[config.mk]
export PLATFORM = sky130hd
export DESIGN_NAME = mem_bridge_flat
export DESIGN_NICKNAME = d
export VERILOG_FILES = /design/src/rtl/mem_bridge_if.sv /design/src/rtl/mem_bridge.sv /design/src/flat_wrapper.sv
export SDC_FILE = /design/constraint.sdc
export NUM_CORES = 1
export LEC_CHECK = 0
export CAP_MARGIN = 20
export CORE_ASPECT_RATIO = 0.9
export CORE_MARGIN = 3
export CORE_UTILIZATION = 43
export DETAILED_ROUTE_END_ITERATION = 10
export PLACE_DENSITY = 0.85
export SYNTH_ARGS = -nofsm -noshare
export SYNTH_HDL_FRONTEND = slang
export SYNTH_SLANG_ARGS = --single-unit
[constraint.sdc]
create_clock -name clk_i -period 2.3 [get_ports clk_i]
set_input_delay 0.46 -clock clk_i [delete_from_list [all_inputs] [get_ports clk_i]]
set_output_delay 0.46 -clock clk_i [all_outputs]
set_load 0.01 [all_outputs]
[src/rtl/mem_bridge_if.sv]
// Signal bundle between the CPU memory port, mem_bridge and the physical memory.
// slave: the bridge's view; master: the CPU + memory environment's view.
interface mem_bridge_if;
  logic [31:0] mem_address;
  logic        mem_read;
  logic        mem_write;
  logic [3:0]  mem_byte_enable;
  logic [31:0] mem_wdata;
  logic [31:0] mem_rdata;
  logic        mem_resp;
  logic        req_valid;
  logic        req_ready;
  logic        req_we;
  logic [31:0] req_addr;
  logic [31:0] req_wdata;
  logic [3:0]  req_wmask;
  logic        rsp_valid;
  logic [31:0] rsp_rdata;

  modport slave (
    input  mem_address, mem_read, mem_write, mem_byte_enable, mem_wdata,
    input  req_ready, rsp_valid, rsp_rdata,
    output mem_rdata, mem_resp, req_valid, req_we, req_addr, req_wdata, req_wmask
  );

  modport master (
    output mem_address, mem_read, mem_write, mem_byte_enable, mem_wdata,
    output req_ready, rsp_valid, rsp_rdata,
    input  mem_rdata, mem_resp, req_valid, req_we, req_addr, req_wdata, req_wmask
  );
endinterface

[src/rtl/mem_bridge.sv]
// Bridges the level-held multicycle CPU memory port to a valid/ready request + valid-only response memory.
// Optional forced completion of stuck accesses is enabled by defining MEM_TIMEOUT_EN.
module mem_bridge #(
  parameter int unsigned TIMEOUT_CYCLES = 32'd256
) (
  input  logic         clk_i,
  input  logic         rst_ni,
  mem_bridge_if.slave  bus,
  output logic         busy_o,
  output logic         err_o
);

  typedef enum logic [1:0] {
    ST_IDLE = 2'd0,
    ST_REQ  = 2'd1,
    ST_WAIT = 2'd2,
    ST_RESP = 2'd3
  } state_e;

  state_e      state_q, state_d;
  logic [31:0] addr_q, addr_d;
  logic [31:0] wdata_q, wdata_d;
  logic [31:0] rdata_q, rdata_d;
  logic [3:0]  wmask_q, wmask_d;
  logic        we_q, we_d;
  logic        req_valid_q, req_valid_d;
  logic        resp_q, resp_d;
  logic        busy_q, busy_d;
  logic        err_q, err_d;
  logic        timeout_s;

`ifdef MEM_TIMEOUT_EN
  localparam int unsigned CNT_W = $clog2(TIMEOUT_CYCLES + 32'd1);
  logic [CNT_W-1:0] cnt_q, cnt_d;

  // Cycles spent in REQ+WAIT for the current access.
  always_comb begin
    if ((state_q == ST_REQ) || (state_q == ST_WAIT)) begin
      cnt_d = cnt_q + CNT_W'(32'd1);
    end else begin
      cnt_d = '0;
    end
  end

  // Timeout counter register.
  always_ff @(posedge clk_i or negedge rst_ni) begin
    if (!rst_ni) begin
      cnt_q <= '0;
    end else begin
      cnt_q <= cnt_d;
    end
  end

  // Fires on the last permitted REQ/WAIT cycle so mem_resp lands TIMEOUT_CYCLES+1 after capture.
  assign timeout_s = (cnt_q == CNT_W'(TIMEOUT_CYCLES - 32'd1));
`else
  assign timeout_s = 1'b0;
`endif

  // Next-state and next-output logic; all outputs are registered from these.
  always_comb begin
    state_d     = state_q;
    addr_d      = addr_q;
    wdata_d     = wdata_q;
    wmask_d     = wmask_q;
    we_d        = we_q;
    rdata_d     = rdata_q;
    req_valid_d = req_valid_q;
    resp_d      = 1'b0;
    err_d       = err_q;
    case (state_q)
      ST_IDLE: begin
        if (bus.mem_read || bus.mem_write) begin
          state_d     = ST_REQ;
          addr_d      = {bus.mem_address[31:2], 2'b00};
          we_d        = bus.mem_write;
          wdata_d     = bus.mem_wdata;
          wmask_d     = bus.mem_write ? bus.mem_byte_enable : 4'b0000;
          req_valid_d = 1'b1;
        end else begin
          state_d = ST_IDLE;
        end
      end
      ST_REQ: begin
        if (bus.req_ready) begin
          state_d     = ST_WAIT;
          req_valid_d = 1'b0;
        end else if (timeout_s) begin
          state_d     = ST_RESP;
          req_valid_d = 1'b0;
          rdata_d     = 32'h0000_0000;
          err_d       = 1'b1;
          resp_d      = 1'b1;
        end else begin
          state_d = ST_REQ;
        end
      end
      ST_WAIT: begin
        if (bus.rsp_valid) begin
          state_d = ST_RESP;
          rdata_d = bus.rsp_rdata;
          resp_d  = 1'b1;
        end else if (timeout_s) begin
          state_d = ST_RESP;
          rdata_d = 32'h0000_0000;
          err_d   = 1'b1;
          resp_d  = 1'b1;
        end else begin
          state_d = ST_WAIT;
        end
      end
      ST_RESP: begin
        // CPU request lines are still high here; ignoring them avoids re-issuing the access.
        state_d = ST_IDLE;
      end
      default: begin
        state_d     = ST_IDLE;
        req_valid_d = 1'b0;
      end
    endcase
  end

  assign busy_d = (state_d != ST_IDLE);

  // State and output registers.
  always_ff @(posedge clk_i or negedge rst_ni) begin
    if (!rst_ni) begin
      state_q     <= ST_IDLE;
      addr_q      <= 32'h0000_0000;
      wdata_q     <= 32'h0000_0000;
      wmask_q     <= 4'b0000;
      we_q        <= 1'b0;
      rdata_q     <= 32'h0000_0000;
      req_valid_q <= 1'b0;
      resp_q      <= 1'b0;
      busy_q      <= 1'b0;
      err_q       <= 1'b0;
    end else begin
      state_q     <= state_d;
      addr_q      <= addr_d;
      wdata_q     <= wdata_d;
      wmask_q     <= wmask_d;
      we_q        <= we_d;
      rdata_q     <= rdata_d;
      req_valid_q <= req_valid_d;
      resp_q      <= resp_d;
      busy_q      <= busy_d;
      err_q       <= err_d;
    end
  end

  assign bus.mem_rdata = rdata_q;
  assign bus.mem_resp  = resp_q;
  assign bus.req_valid = req_valid_q;
  assign bus.req_we    = we_q;
  assign bus.req_addr  = addr_q;
  assign bus.req_wdata = wdata_q;
  assign bus.req_wmask = wmask_q;
  assign busy_o        = busy_q;
  assign err_o         = err_q;

endmodule

[src/flat_wrapper.sv]
// flat-port wrapper written by rule: the top's interface ports become plain ports
module mem_bridge_flat 
#(
  parameter int unsigned TIMEOUT_CYCLES = 32'd256
)
  (clk_i, rst_ni, busy_o, err_o, bus_mem_address, bus_mem_read, bus_mem_write, bus_mem_byte_enable, bus_mem_wdata, bus_req_ready, bus_rsp_valid, bus_rsp_rdata, bus_mem_rdata, bus_mem_resp, bus_req_valid, bus_req_we, bus_req_addr, bus_req_wdata, bus_req_wmask);
  mem_bridge_if bus_i ();
  input  logic clk_i;
  input  logic rst_ni;
  output logic busy_o;
  output logic err_o;
  input wire logic [$bits(bus_i.mem_address)-1:0] bus_mem_address;
  input wire logic [$bits(bus_i.mem_read)-1:0] bus_mem_read;
  input wire logic [$bits(bus_i.mem_write)-1:0] bus_mem_write;
  input wire logic [$bits(bus_i.mem_byte_enable)-1:0] bus_mem_byte_enable;
  input wire logic [$bits(bus_i.mem_wdata)-1:0] bus_mem_wdata;
  input wire logic [$bits(bus_i.req_ready)-1:0] bus_req_ready;
  input wire logic [$bits(bus_i.rsp_valid)-1:0] bus_rsp_valid;
  input wire logic [$bits(bus_i.rsp_rdata)-1:0] bus_rsp_rdata;
  output wire logic [$bits(bus_i.mem_rdata)-1:0] bus_mem_rdata;
  output wire logic [$bits(bus_i.mem_resp)-1:0] bus_mem_resp;
  output wire logic [$bits(bus_i.req_valid)-1:0] bus_req_valid;
  output wire logic [$bits(bus_i.req_we)-1:0] bus_req_we;
  output wire logic [$bits(bus_i.req_addr)-1:0] bus_req_addr;
  output wire logic [$bits(bus_i.req_wdata)-1:0] bus_req_wdata;
  output wire logic [$bits(bus_i.req_wmask)-1:0] bus_req_wmask;
  assign bus_i.mem_address = bus_mem_address;
  assign bus_i.mem_read = bus_mem_read;
  assign bus_i.mem_write = bus_mem_write;
  assign bus_i.mem_byte_enable = bus_mem_byte_enable;
  assign bus_i.mem_wdata = bus_mem_wdata;
  assign bus_i.req_ready = bus_req_ready;
  assign bus_i.rsp_valid = bus_rsp_valid;
  assign bus_i.rsp_rdata = bus_rsp_rdata;
  assign bus_mem_rdata = bus_i.mem_rdata;
  assign bus_mem_resp = bus_i.mem_resp;
  assign bus_req_valid = bus_i.req_valid;
  assign bus_req_we = bus_i.req_we;
  assign bus_req_addr = bus_i.req_addr;
  assign bus_req_wdata = bus_i.req_wdata;
  assign bus_req_wmask = bus_i.req_wmask;
  mem_bridge #(.TIMEOUT_CYCLES(TIMEOUT_CYCLES)) u_core (.clk_i(clk_i), .rst_ni(rst_ni), .bus(bus_i), .busy_o(busy_o), .err_o(err_o));
endmodule
==> flow_metrics.env <==
export IMPL_endpoint_kind="output pin"
export IMPL_finalHoldViolCount=0
export IMPL_coreArea_um2=9370
export IMPL_syn_instance_count=238
export IMPL_critPathMaxFanout=2
export IMPL_port_buffers=205
export IMPL_synth_fa_ha_area_frac=0
export IMPL_postCtsSetupRepairBufs=0
export IMPL_yosys_area_share_simple=0.0162
export IMPL_drt_initial_drc_count=69
export IMPL_leakage_uw=0.00284
export IMPL_cts_buffers=9
export IMPL_critPathMaxStageDelay_ns=0.58
export IMPL_synth_xor_area_share=0
export IMPL_cellPowerDensity_nw_per_um2=1370
export IMPL_period_needed_ns=1.76
export IMPL_cts_sinks=104
export IMPL_vias_per_cell=4.71
export IMPL_vias=2705
export IMPL_synth_top_family_by_area="multiplexers"
export IMPL_fin_setup_tns_ns=0
export IMPL_placed_cell_area_um2=6350
export IMPL_root_buffer="clkbuf_8"
export IMPL_syn_area_um2=4260
export IMPL_ir_worst_vdd_uv=738
export IMPL_path_cells="clkdlybuf4s50_1"
export IMPL_skew_ns=0.0128
export IMPL_synth_top_cell_by_area="dfrtp_1"
export IMPL_postLayoutCellArea_um2=6520
export IMPL_rsz0062_at_grt="no"
export IMPL_antenna_found_initial=0
export IMPL_clk_pin_slew_ns=0.10
export IMPL_area_delta_synth_final_pct=53.1
export IMPL_cp_arrival_ns=1.30
export IMPL_cts_buffer_depth=2
export IMPL_gp_congestion=0.786
export IMPL_synth_commonest_cells="dfrtp_1, mux2_4, mux2_2, buf_12"
export IMPL_drive_gt1_frac=0.261
export IMPL_synth_compound_area_frac=0.0212
export IMPL_die_x_um=111
export IMPL_critPathSlowestCell="clkdlybuf4s50_1"
export IMPL_rows=33
export IMPL_routedWlPerCell_um=17.5
export IMPL_grt_start_max_net_pins=48
export IMPL_postSynthAreaPerCell_um2=17.9
export IMPL_synth_warnings=0
export IMPL_cts_tree="done"
export IMPL_yosysMostFrequentCell="dfrtp_1"
export IMPL_seq_area_um2=2600
export IMPL_die_area_um2=11100
export IMPL_synth_top_cell_area_share=0.611
export IMPL_synth_area_leaders="dfrtp_1, mux2_4, mux2_2"
export IMPL_synth_distinct_cells=22
export IMPL_relSlewSlack=0.665
export IMPL_min_period_over_period=0.764
export IMPL_critPathBufInv=1
export IMPL_die_h_um=100
export IMPL_hpwl_um=7770
export IMPL_grt_pass1_vias=3031
export IMPL_crit_type="register to output pin"
export IMPL_firstDrtPassIters=4
export IMPL_fmax_mhz=569
export IMPL_synth_flop_cell="dfrtp_1"
export IMPL_cts_max_level=3
export IMPL_initial_core_util=0.454
export IMPL_final_setup_viol_count=0
export IMPL_routed_wl_um=10100
export IMPL_holdBufCountCts=0
export IMPL_io_pins=211
export IMPL_cap_violations=0
export IMPL_grt_pass1_wl_um=15800
export IMPL_fill_cells=665
export IMPL_status="completed"
export IMPL_clk_latency_ns=0.35
export IMPL_cts_resized=0
export IMPL_path_delay_family="buffers and inverters"
export IMPL_ant_nets=0
export IMPL_start_kind="register"
export IMPL_seq_area_frac_synth=0.611
export IMPL_required_ns=1.84
export IMPL_async_flop_share=1.00
export IMPL_slew_violations=0
export IMPL_stdcell_count=574
export IMPL_tightest_slew_ns=0.502
export IMPL_nNetsFinal=553
export IMPL_timing_hold_worst_class="primary input to async pin"
export IMPL_post_place_cells=558
export IMPL_synth_seq_cells=104
export IMPL_route_detailed_drc=0
export IMPL_gr_total_overflow=0
export IMPL_synth_edf_count=0
export IMPL_grt_usage=0.179
export IMPL_multi_input_area_um2=1450
export IMPL_n_antenna_cell=0
export IMPL_power_total_uw=8930
export IMPL_synthMuxAreaShare=0.302
==> stage by stage <==
step / setup WS [ns] / util / hold slack (ns)
6_report: 0.542 / 0.696 / 0.0281
3_5_place_dp: 0.324 / 0.678 / 0.409
2_1_floorplan: 0.873 / - / 0.164
3_3_place_gp: 0.354 / 0.678 / 0.402
4_1_cts: 0.507 / 0.696 / 0.0200
5_1_grt: 0.473 / 0.696 / 0.0304
==> final cells by class <==
cell class	instances	area share
Sequential cell	104	0.399
Timing Repair Buffer	211	0.327
Tap cell	122	0.0234
Multi-Input combinational cell	118	0.223
Clock buffer	12	0.0207
Clock inverter	4	0.00480
Inverter	3	0.00173
==> power by group <==
group	switching, uW	internal [uW]	total (uW)
Clock	590	398	988
Sequential	532	2760	3290
Combinational	1580	3070	4650
Total	2700	6230	8930
==> worst paths after layout <==
check	start	end	slack, ns	depth (start not counted)
worst max register to register	u_core.state_q[0]$_DFF_PN0_	u_core.bus.mem_rdata[1]$_DFFE_PN0P_	0.72	2
worst max-delay path	u_core.bus.req_wmask[0]$_DFFE_PN0P_	bus_req_wmask[0]	0.54	1
worst min register to register	u_core.bus.req_we$_DFFE_PN0P_	u_core.bus.req_we$_DFFE_PN0P_	0.48	1
min in group clk_i	u_core.bus.req_we$_DFFE_PN0P_	u_core.bus.req_we$_DFFE_PN0P_	0.48	1
worst min-delay path	rst_ni	u_core.bus.req_addr[22]$_DFFE_PN0P_	0.03	1
max in group asynchronous	rst_ni	u_core.bus.req_addr[30]$_DFFE_PN0P_	1.66	2
==> worst register-to-register path, cell delays in order, from the launching register on <==
cell,delay [ns]
dfrtp_1,0.49
nand3b_4,0.51
mux2_2,0.46
==> logic make-up (layout without fill, tap and decap cells) <==
logic type      count (synthesis)  in the layout
flops                         104            104
simple gates                    9              9
mux                            94             94
other cells                     1              3
compound gates                 12             12
buf+inv                        18            230
==> placed cells by master, fill, tap and decap left out, drive strengths merged <==
cell / count
o31ai: 1
nor2: 1
a21oi: 2
nand2b: 1
nor4: 1
clkbuf: 12
inv: 3
clkdlybuf4s50: 204
a22o: 4
mux2: 94
nand3: 2
clkinvlp: 3
dfrtp: 104
o21ai: 3
nand3b: 1
conb: 3
buf: 7
and2: 1
o21a: 1
a21o: 1
nand2: 2
clkinv: 1
==> registers in the layout (all words and copies together), names as in the netlist <==
| name | count |
|---|---|
| u_core.bus.req_wmask | 4 |
| u_core.bus.req_wdata | 32 |
| u_core.bus.mem_resp | 1 |
| u_core.state_q | 2 |
| u_core.bus.mem_rdata | 32 |
| u_core.bus.req_addr | 30 |
| u_core.bus.req_valid | 1 |
| u_core.busy_o | 1 |
| u_core.bus.req_we | 1 |
==> metal layers <==
layer / wire length (um) / vias up / track usage
met5: 0 / - / 0
met4: 118 / 0 / 0.0511
met3: 834 / 11 / 0.0585
met2: 5090 / 128 / 0.309
met1: 4010 / 1321 / 0.217
li1: - / 1245 / -
Note: power is estimated with default switching activity, not from simulation.
